`src/rtl/mips_multicycle_ctrl.sv`:
```
// Control FSM for the multi-cycle MIPS datapath: sequences fetch/decode/execute/memory/writeback
// over one shared ALU and one shared SRAM, driving every datapath select, write enable and SRAM strobe.
module mips_multicycle_ctrl #(
  parameter int unsigned MEM_LAT = 1
) (
  input  logic       clk,
  input  logic       rst_n,
  input  logic [5:0] opcode,
  input  logic [5:0] funct,
  input  logic       stall,
  output logic       PCWrite,
  output logic       PCWriteCond,
  output logic       IorD,
  output logic       IRWrite,
  output logic [1:0] MemToReg,
  output logic [1:0] RegDST,
  output logic       RegWrite,
  output logic       ALUSrcA,
  output logic [1:0] ALUSrcB,
  output logic [1:0] ALUOp,
  output logic [1:0] PCSource,
  output logic       CEN,
  output logic       OEN,
  output logic       WEN,
  output logic [3:0] state,
  output logic       illegal
);

  typedef enum logic [3:0] {
    S_FETCH  = 4'd0,
    S_DECODE = 4'd1,
    S_MEMADR = 4'd2,
    S_MEMRD  = 4'd3,
    S_MEMWB  = 4'd4,
    S_MEMWR  = 4'd5,
    S_EXEC   = 4'd6,
    S_RWB    = 4'd7,
    S_BRANCH = 4'd8,
    S_JUMP   = 4'd9,
    S_JAL    = 4'd10,
    S_JR     = 4'd11
  } state_e;

  localparam logic [5:0] OP_RTYPE = 6'h00;
  localparam logic [5:0] OP_J     = 6'h02;
  localparam logic [5:0] OP_JAL   = 6'h03;
  localparam logic [5:0] OP_BEQ   = 6'h04;
  localparam logic [5:0] OP_LW    = 6'h23;
  localparam logic [5:0] OP_SW    = 6'h2B;
  localparam logic [5:0] FN_JR    = 6'h08;

  localparam logic [3:0] LAST_HOLD = 4'(MEM_LAT - 1);

  state_e     state_q, state_d;
  logic [3:0] wait_q, wait_d;
  logic       store_q, store_d;
  logic       last_hold;
  logic       op_known;

  assign last_hold = (wait_q == LAST_HOLD);
  assign op_known  = opcode inside {OP_RTYPE, OP_J, OP_JAL, OP_BEQ, OP_LW, OP_SW};
  assign state     = state_q;

  // NOTE: sequential state uses non-blocking assignments so every register samples pre-edge values.
  always_ff @(posedge clk or negedge rst_n) begin
    if (!rst_n) begin
      state_q <= S_FETCH;
      wait_q  <= '0;
      store_q <= 1'b0;
    end else begin
      state_q <= state_d;
      wait_q  <= wait_d;
      store_q <= store_d;
    end
  end

  // NOTE: every variable gets a default before the case so no path leaves it unassigned (no latches).
  always_comb begin
    state_d = state_q;
    wait_d  = wait_q;
    store_d = store_q;
    if (!stall) begin
      unique case (state_q)
        S_FETCH:  if (last_hold) state_d = S_DECODE;
        S_DECODE: begin
          // The lw/sw distinction is captured here since opcode is only trusted in DECODE.
          store_d = (opcode == OP_SW);
          case (opcode)
            OP_LW, OP_SW: state_d = S_MEMADR;
            OP_RTYPE:     state_d = (funct == FN_JR) ? S_JR : S_EXEC;
            OP_BEQ:       state_d = S_BRANCH;
            OP_J:         state_d = S_JUMP;
            OP_JAL:       state_d = S_JAL;
            default:      state_d = S_FETCH;
          endcase
        end
        S_MEMADR: state_d = store_q ? S_MEMWR : S_MEMRD;
        S_MEMRD:  if (last_hold) state_d = S_MEMWB;
        S_MEMWR:  if (last_hold) state_d = S_FETCH;
        S_EXEC:   state_d = S_RWB;
        default:  state_d = S_FETCH;
      endcase
      // Only memory states ever stay put, so the counter runs there and clears on any exit.
      wait_d = (state_d == state_q) ? wait_q + 4'd1 : 4'd0;
    end
  end

  always_comb begin
    PCWrite     = 1'b0;
    PCWriteCond = 1'b0;
    IorD        = 1'b0;
    IRWrite     = 1'b0;
    MemToReg    = 2'b00;
    RegDST      = 2'b00;
    RegWrite    = 1'b0;
    ALUSrcA     = 1'b0;
    ALUSrcB     = 2'b00;
    ALUOp       = 2'b00;
    PCSource    = 2'b00;
    CEN         = 1'b1;
    OEN         = 1'b1;
    WEN         = 1'b1;
    illegal     = 1'b0;
    if (rst_n) begin
      unique case (state_q)
        S_FETCH: begin
          CEN = 1'b0;
          OEN = 1'b0;
          if (last_hold) begin
            IRWrite = 1'b1;
            PCWrite = 1'b1;
            ALUSrcB = 2'b01;
          end
        end
        S_DECODE: begin
          ALUSrcB = 2'b11;
          illegal = !op_known;
        end
        S_MEMADR: begin
          ALUSrcA = 1'b1;
          ALUSrcB = 2'b10;
        end
        S_MEMRD: begin
          IorD = 1'b1;
          CEN  = 1'b0;
          OEN  = 1'b0;
        end
        S_MEMWB: begin
          RegWrite = 1'b1;
          MemToReg = 2'b01;
        end
        S_MEMWR: begin
          IorD = 1'b1;
          CEN  = 1'b0;
          WEN  = 1'b0;
        end
        S_EXEC: begin
          ALUSrcA = 1'b1;
          ALUOp   = 2'b10;
        end
        S_RWB: begin
          RegWrite = 1'b1;
          RegDST   = 2'b01;
        end
        S_BRANCH: begin
          ALUSrcA     = 1'b1;
          ALUOp       = 2'b01;
          PCWriteCond = 1'b1;
          PCSource    = 2'b01;
        end
        S_JUMP: begin
          PCWrite  = 1'b1;
          PCSource = 2'b10;
        end
        S_JAL: begin
          PCWrite  = 1'b1;
          PCSource = 2'b10;
          RegWrite = 1'b1;
          RegDST   = 2'b10;
          MemToReg = 2'b10;
        end
        S_JR: begin
          PCWrite  = 1'b1;
          PCSource = 2'b11;
        end
        default: ;
      endcase
      // A frozen cycle may not commit anything, but selects and read strobes stay steady.
      if (stall) begin
        PCWrite     = 1'b0;
        PCWriteCond = 1'b0;
        IRWrite     = 1'b0;
        RegWrite    = 1'b0;
        illegal     = 1'b0;
        WEN         = 1'b1;
      end
    end
  end

endmodule

```
`config.mk`:
```
export PLATFORM = sky130hd
export DESIGN_NAME = mips_multicycle_ctrl
export DESIGN_NICKNAME = d
export VERILOG_FILES = /design/src/rtl/mips_multicycle_ctrl.sv
export SDC_FILE = /design/constraint.sdc
export NUM_CORES = 1
export LEC_CHECK = 0
export BUFFER_PORTS_ARGS = -buffer_cell sky130_fd_sc_hd__clkbuf_2
export CORE_MARGIN = 2
export CORE_UTILIZATION = 44
export DETAILED_ROUTE_END_ITERATION = 12
export MAX_ROUTING_LAYER = met4
export PLACE_DENSITY = 0.73
export SYNTH_ARGS = -nofsm -noshare
export SYNTH_HDL_FRONTEND = slang
export SYNTH_SLANG_ARGS = --single-unit
```
`constraint.sdc`:
```
create_clock -name clk -period 2.3 [get_ports clk]
set_clock_uncertainty 0.2 [all_clocks]
set_input_delay 0.23 -clock clk [delete_from_list [all_inputs] [get_ports clk]]
set_output_delay 0.23 -clock clk [all_outputs]
set_load 0.03 [all_outputs]
```
==> results of run 1 <==
[worst register-to-register path, stage by stage, from the launching register on]
cell	delay [ns]
dfrtp_1	0.40
inv_1	0.07
ha_1	0.14
nor3b_4	0.27
nor4_2	0.06
a311oi_1	0.28
o21ai_1	0.15
xnor2_1	0.14
buf_4	0.15
buf_4	0.13
nand3_1	0.09
o311ai_2	0.11
[cells in the mapped netlist]
master	instances
nor4b_4	1
inv_1	6
a31oi_1	1
o22a_1	1
nor2b_1	5
nor3_4	1
o21ai_1	1
o21bai_1	1
nor2_1	20
nor3b_1	1
nand2_1	13
dfrtp_1	9
clkbuf_1	4
or3_1	1
mux2_4	1
and3_1	2
nand4_1	3
a2111oi_4	1
o41ai_1	1
xnor2_1	1
a21oi_1	8
nor4_1	4
nor3_1	11
nor3_2	1
buf_2	2
nor4b_1	1
o21ba_2	1
mux2i_1	2
a311oi_1	1
xor2_1	1
nor3b_2	1
nand2b_1	6
nand2_2	1
ha_1	2
o32a_1	1
o31ai_1	2
o311ai_2	1
a21o_1	1
nand3_1	6
o41a_1	1
or2_2	5
o21ai_0	8
[logic make-up (layout without fill, tap and decap cells)]
kind of cell / after synthesis / count (layout)
and+or+nand+nor: 83 / 83
AOI/OAI and AO/OA: 30 / 30
buffers and inverters: 12 / 69
DFF: 9 / 9
muxes: 3 / 3
adders and majority gates: 2 / 2
xor gates and xnor gates: 2 / 2
[power by group]
| part | total (mW) | switching [mW] | internal, mW |
|---|---|---|---|
| Combinational | 0.708 | 0.411 | 0.297 |
| Sequential | 0.209 | 0.0252 | 0.184 |
| Clock | 0.129 | 0.0621 | 0.0672 |
| Total | 1.05 | 0.498 | 0.549 |
[cell type report]
type / count / area [sq um] / share of cell area (%)
inverter: 6 / 22.5 / 1.56
sequential: 9 / 228 / 15.7
timing repair buffer: 59 / 355 / 24.5
clock buffer: 4 / 26.3 / 1.82
multi-input combinational: 120 / 781 / 53.9
tap: 28 / 35.0 / 2.42
[repair_timing]
| item | CTS | global route |
|---|---|---|
| hold endpoints to repair | 9 | 0 |
| hold buffers | 2 | 0 |
| gates resized for setup | 2 | 9 |
| setup endpoints to repair | 2 | 8 |
| setup buffers | 3 | 3 |
| pin swaps | 1 | 4 |
[registers in the layout, summed over array words and instances (netlist names)]
name     count
store_q      1
state        4
wait_q       4
[per-layer routing]
metal	vias to the layer above	global-route usage, %	share of wire (%)
met5	-	-	0
met2	42	39.4	48
met3	6	4.29	4.1
li1	623	-	-
met1	616	32.2	47
met4	0	9.83	1.7
[through the flow]
step	util (%)	instance area, sq um	TNS, ns	hold WS (ns)	worst slack [ns]
6_report	65.4	1450	-0.00777	0.0777	-0.00777
3_3_place_gp	60.3	1330	0	-0.111	0.162
5_1_grt	65.4	1450	-0.336	0.0871	-0.140
3_5_place_dp	60.3	1330	-0.00750	-0.114	-0.00750
2_1_floorplan	-	1040	0	-0.266	0.0189
4_1_cts	63.7	1410	0	0.0649	0.000856
[worst paths after layout]
kind | slack, ns | cells past startpoint | to
setup / recovery | -0.008 | 11 | wait_q[2]
hold / removal | 0.08 | 3 | store_q
setup reg to reg | -0.008 | 11 | wait_q[2]
hold reg to reg | 0.36 | 2 | wait_q[1]
max in group asynchronous | 1.39 | 3 | state[2]
min in group asynchronous | 0.23 | 2 | store_q
==> impl_metrics.ini, run 1 <==
[logic_synthesis]
synth_area_per_cell_sq_um = 7.30
netlist_area_sq_um = 1030
synth_cells = 141
synth_adder_area_share_pct = 2.43
synth_compound_area_share_pct = 21.6
synth.area.mux_share_pct = 3.40
synth.top_cell.area_share_pct = 21.9
ys_types = 42
yosysSeqAreaShare_pct = 21.9
ys_seq_elements = 9
synth_top_family_by_area = simple AND/OR/NAND/NOR gates
synthSimpleGateAreaFrac_pct = 44.3
syn_nets = 158
synth_area_leader_cell = dfrtp_1
synth-xor-area-share_pct = 1.70
netlist_top_cells_area = dfrtp_1, nor2_1, nor3_1
yosys_warnings = 0

[placed_design]
dp.final_hpwl_um = 2200
numPortBuffers = 38
routabilityCongestion = 0.845
place_inst = 214

[power_and_ir_drop]
peakVddDrop_mv = 0.484
p_leak_nw = 0.661
p_per_area_nw_per_um2 = 723
p_total_mw = 1.05

[drt]
wl_um = 3030
drt_iter0_markers = 25
postRouteAntennaNets = 0
drc_errors = 0
dr_total_vias = 1287
routed_via_density = 5.69
drt_pre_antenna_iters = 4
wl_per_cell_um = 13.4

[run_status]
status = finished with violations
violations = setup timing

[layout]
post_route_cells_drive_above_1_share_pct = 39.9
final_cell_mix = clkbuf_2, nor2_1, buf_4
fillCellCount = 210
nNetsFinal = 216
final_common_cell = clkbuf_2
diodes = 0
area_delta_synth_final_pct = 40.6
instances_no_fill = 226

[critical_path]
cp_slowest_stage_delay_ns = 0.40
crit_top_cell = buf_4
cp_top_family = compound AO/OA/AOI/OAI gates
worstPathRequired_ns = 2.24
cp-startpoint = wait_q[1]
path_buf_inv = 3
cp.arrival_ns = 2.25
crit_chain = inv_1, ha_1, nor3b_4, nor4_2, a311oi_1, o21ai_1, xnor2_1, buf_4, buf_4, nand3_1, o311ai_2
critPathLaunchType = flop
critPathSlowestCell = dfrtp_1
cp_max_fo = 4
crit_type = reg2reg
cp-end-kind = flop
r2r_start = wait_q[1]

[global_route]
grt_max_degree = 21
gr-usage-all-layers_pct = 25.1
antenna_found_initial = 0
grt_pass1_vias = 1133
grt_pass1_wl_um = 5000
grt_remaining_overflow = 0

[clock_network]
cts_tree = done
clock_sinks = 9
htree_levels = 1
clockBufferDepth = 2
cts_root_buffer = clkbuf_4
cts_buffers = 3
clkLatencyLatePin_ns = 0.27
clk_pin_slew_ns = 0.06

[timing]
period_minus_slack_ns = 2.31
setup_viol = 1
max_slew_margin_pct = 75.5
worst_slew_pin_slew_ns = 0.365
rsz0062_at_grt = yes
hold_viol = 0
layout_setup_ws_ns = -0.00777
fin_crit_sh_pct = 100
fmax_mhz = 433
slew_viol_final = 0

[worst_hold_path]
hold_path.class = in2reg
worstHoldStart = opcode[0]

[floorplanning]
fp.dieW_um = 52.4
start_util_pct = 46.5
rows = 17
pin_count = 39
die_h_um = 52.4
core_sq_um = 2210
die_area_sq_um = 2740

[run]
max-cap-violations = 0
(Power assumes the default switching activity.)
==> run 2, diff against run 1 <==
--- a/config.mk
+++ b/config.mk
@@ -8,6 +8,7 @@
 export BUFFER_PORTS_ARGS = -buffer_cell sky130_fd_sc_hd__clkbuf_2
 export CORE_MARGIN = 2
 export CORE_UTILIZATION = 44
+export CTS_BUF_LIST = sky130_fd_sc_hd__clkbuf_8 sky130_fd_sc_hd__clkbuf_16
 export DETAILED_ROUTE_END_ITERATION = 12
 export MAX_ROUTING_LAYER = met4
 export PLACE_DENSITY = 0.73
==> impl_metrics.ini, run 2 (same netlist as run 1, synthesis figures left out) <==
[drt]
postRouteAntennaNets = 0
drt_iter0_markers = 24
drt_pre_antenna_iters = 4
drc_errors = 0
wl_per_cell_um = 13.0
dr_total_vias = 1252
routed_via_density = 5.56
wl_um = 2920

[placed_design]
dp.final_hpwl_um = 2200
dpl_cell_area_sq_um = 1330
numPortBuffers = 38
routabilityCongestion = 0.845

[critical_path]
crit_chain = inv_1, ha_1, nor3b_4, buf_4, and3_1, or2_2, clkbuf_4
cp_slowest_stage_delay_ns = 0.36
worstPathRequired_ns = 1.87
critPathSlowestCell = dfrtp_1
cp_top_family = simple AND/OR/NAND/NOR gates
crit_type = reg2out
critical_path_depth = 7
cp.arrival_ns = 1.81
r2r.worst_path.cells = 10
cp_max_fo = 6
critPathLaunchType = flop
path_buf_inv = 3
cp-end-kind = primary output

[layout]
post_route_cells_drive_above_1_share_pct = 40.6
final_cell_mix = clkbuf_2, nor2_1, buf_4
diodes = 0
area_delta_synth_final_pct = 43.3
final_common_cell = clkbuf_2
design_area_sq_um = 1480
fillCellCount = 199
nNetsFinal = 215

[clock_network]
cts_root_buffer = clkbuf_8
clock_sinks = 9
cts_tree = done
clkLatencyLatePin_ns = 0.24
htree_levels = 1
clockBufferDepth = 2
clk_pin_slew_ns = 0.05
cts_buffers = 3

[global_route]
grt_remaining_overflow = 0
grt_max_degree = 21
antenna_found_initial = 0
grt_pass1_vias = 1124
grt_pass1_wl_um = 4930
gr-usage-all-layers_pct = 24.5

[power_and_ir_drop]
p_per_area_nw_per_um2 = 742
peakVddDrop_mv = 0.486
p_total_mw = 1.10
p_leak_nw = 0.674

[floorplanning]
pin_count = 39
fp.dieW_um = 52.4
rows = 17
start_util_pct = 46.5
core_sq_um = 2210
die_h_um = 52.4
die_area_sq_um = 2740

[timing]
period_minus_slack_ns = 2.24
fin_crit_sh_pct = 97.4
worst_slew_pin_slew_ns = 0.369
max_slew_margin_pct = 75.2
hold_viol = 0
setup_viol = 0
slew_viol_final = 0
fmax_mhz = 446
whs_ns = 0.112

[run_status]
status = complete, no violations

[worst_hold_path]
hold_depth = 3
hold_path.class = in2reg

[run]
max-cap-violations = 0
[run 2: cell count changes in the layout (fill, tap and decap cells not counted), sizes merged]
| cell | delta |
|---|---|
| buf | -3 |
| clkbuf | +1 |
| inv | +1 |
[run 2: layer usage]
metal  track usage [%]  vias to the layer above  wire (um)  share of wire, %
li1                  -                      620          -                 -
met1              32.2                      597       1380                47
met2              38.5                       30       1400                48
met3              3.43                        5         99               3.4
met4              8.55                        0         44               1.5
met5                 -                        -          0                 0
[run 2: layout make-up]
type                       count  area [sq um]  share of cell area, %
multi-input combinational    120           797                   54.0
timing repair buffer          58           348                   23.6
sequential                     9           228                   15.4
clock buffer                   3          41.3                   2.80
tap                           28          35.0                   2.37
inverter                       6          22.5                   1.53
clock inverter                 1          3.75                  0.254
[run 2: path summary, 6_finish.rpt]
kind,start,end,slack [ns]
worst max-delay path,wait_q[0],PCWrite,0.06
worst min-delay path,opcode[0],store_q,0.11
worst max register to register,wait_q[0],wait_q[1],0.13
worst min register to register,wait_q[1],wait_q[1],0.34
max in group asynchronous,rst_n,state[2],1.35
min in group asynchronous,rst_n,store_q,0.27
[run 2: through the flow]
step	setup TNS [ns]	utilization [%]	setup WS, ns	cells
after global placement	0	60.3	0.162	214
after floorplan	0	-	0.0189	141
final	0	66.7	0.0602	225
after detailed placement	-0.00750	60.3	-0.00750	214
after CTS	0	64.2	0.00959	222
after global routing	-0.0305	66.7	-0.0223	225
[run 2: power breakdown]
part	internal [mW]	switching (mW)	total (mW)	leakage, nW
combinational	0.295	0.406	0.700	0.529
sequential	0.185	0.0280	0.213	0.118
clock	0.116	0.0656	0.182	0.0269
total	0.596	0.499	1.10	0.674
[run 2: worst reg2reg max path: stages, from the launching register on]
cell	delay (ns)
dfrtp_1	0.39
inv_1	0.07
ha_1	0.15
nor3b_4	0.24
nor4_1	0.07
a311oi_1	0.20
o21ai_1	0.16
xnor2_2	0.23
buf_4	0.15
nand3_1	0.07
o21ai_0	0.17
[run 2: repair_timing]
action | CTS | global route
resized for setup | 2 | 9
hold endpoints to repair | 9 | 0
hold buffers | 2 | 0
endpoints found under the setup margin | 1 | 5
pin swaps | 1 | 1
buffers inserted | 2 | 3
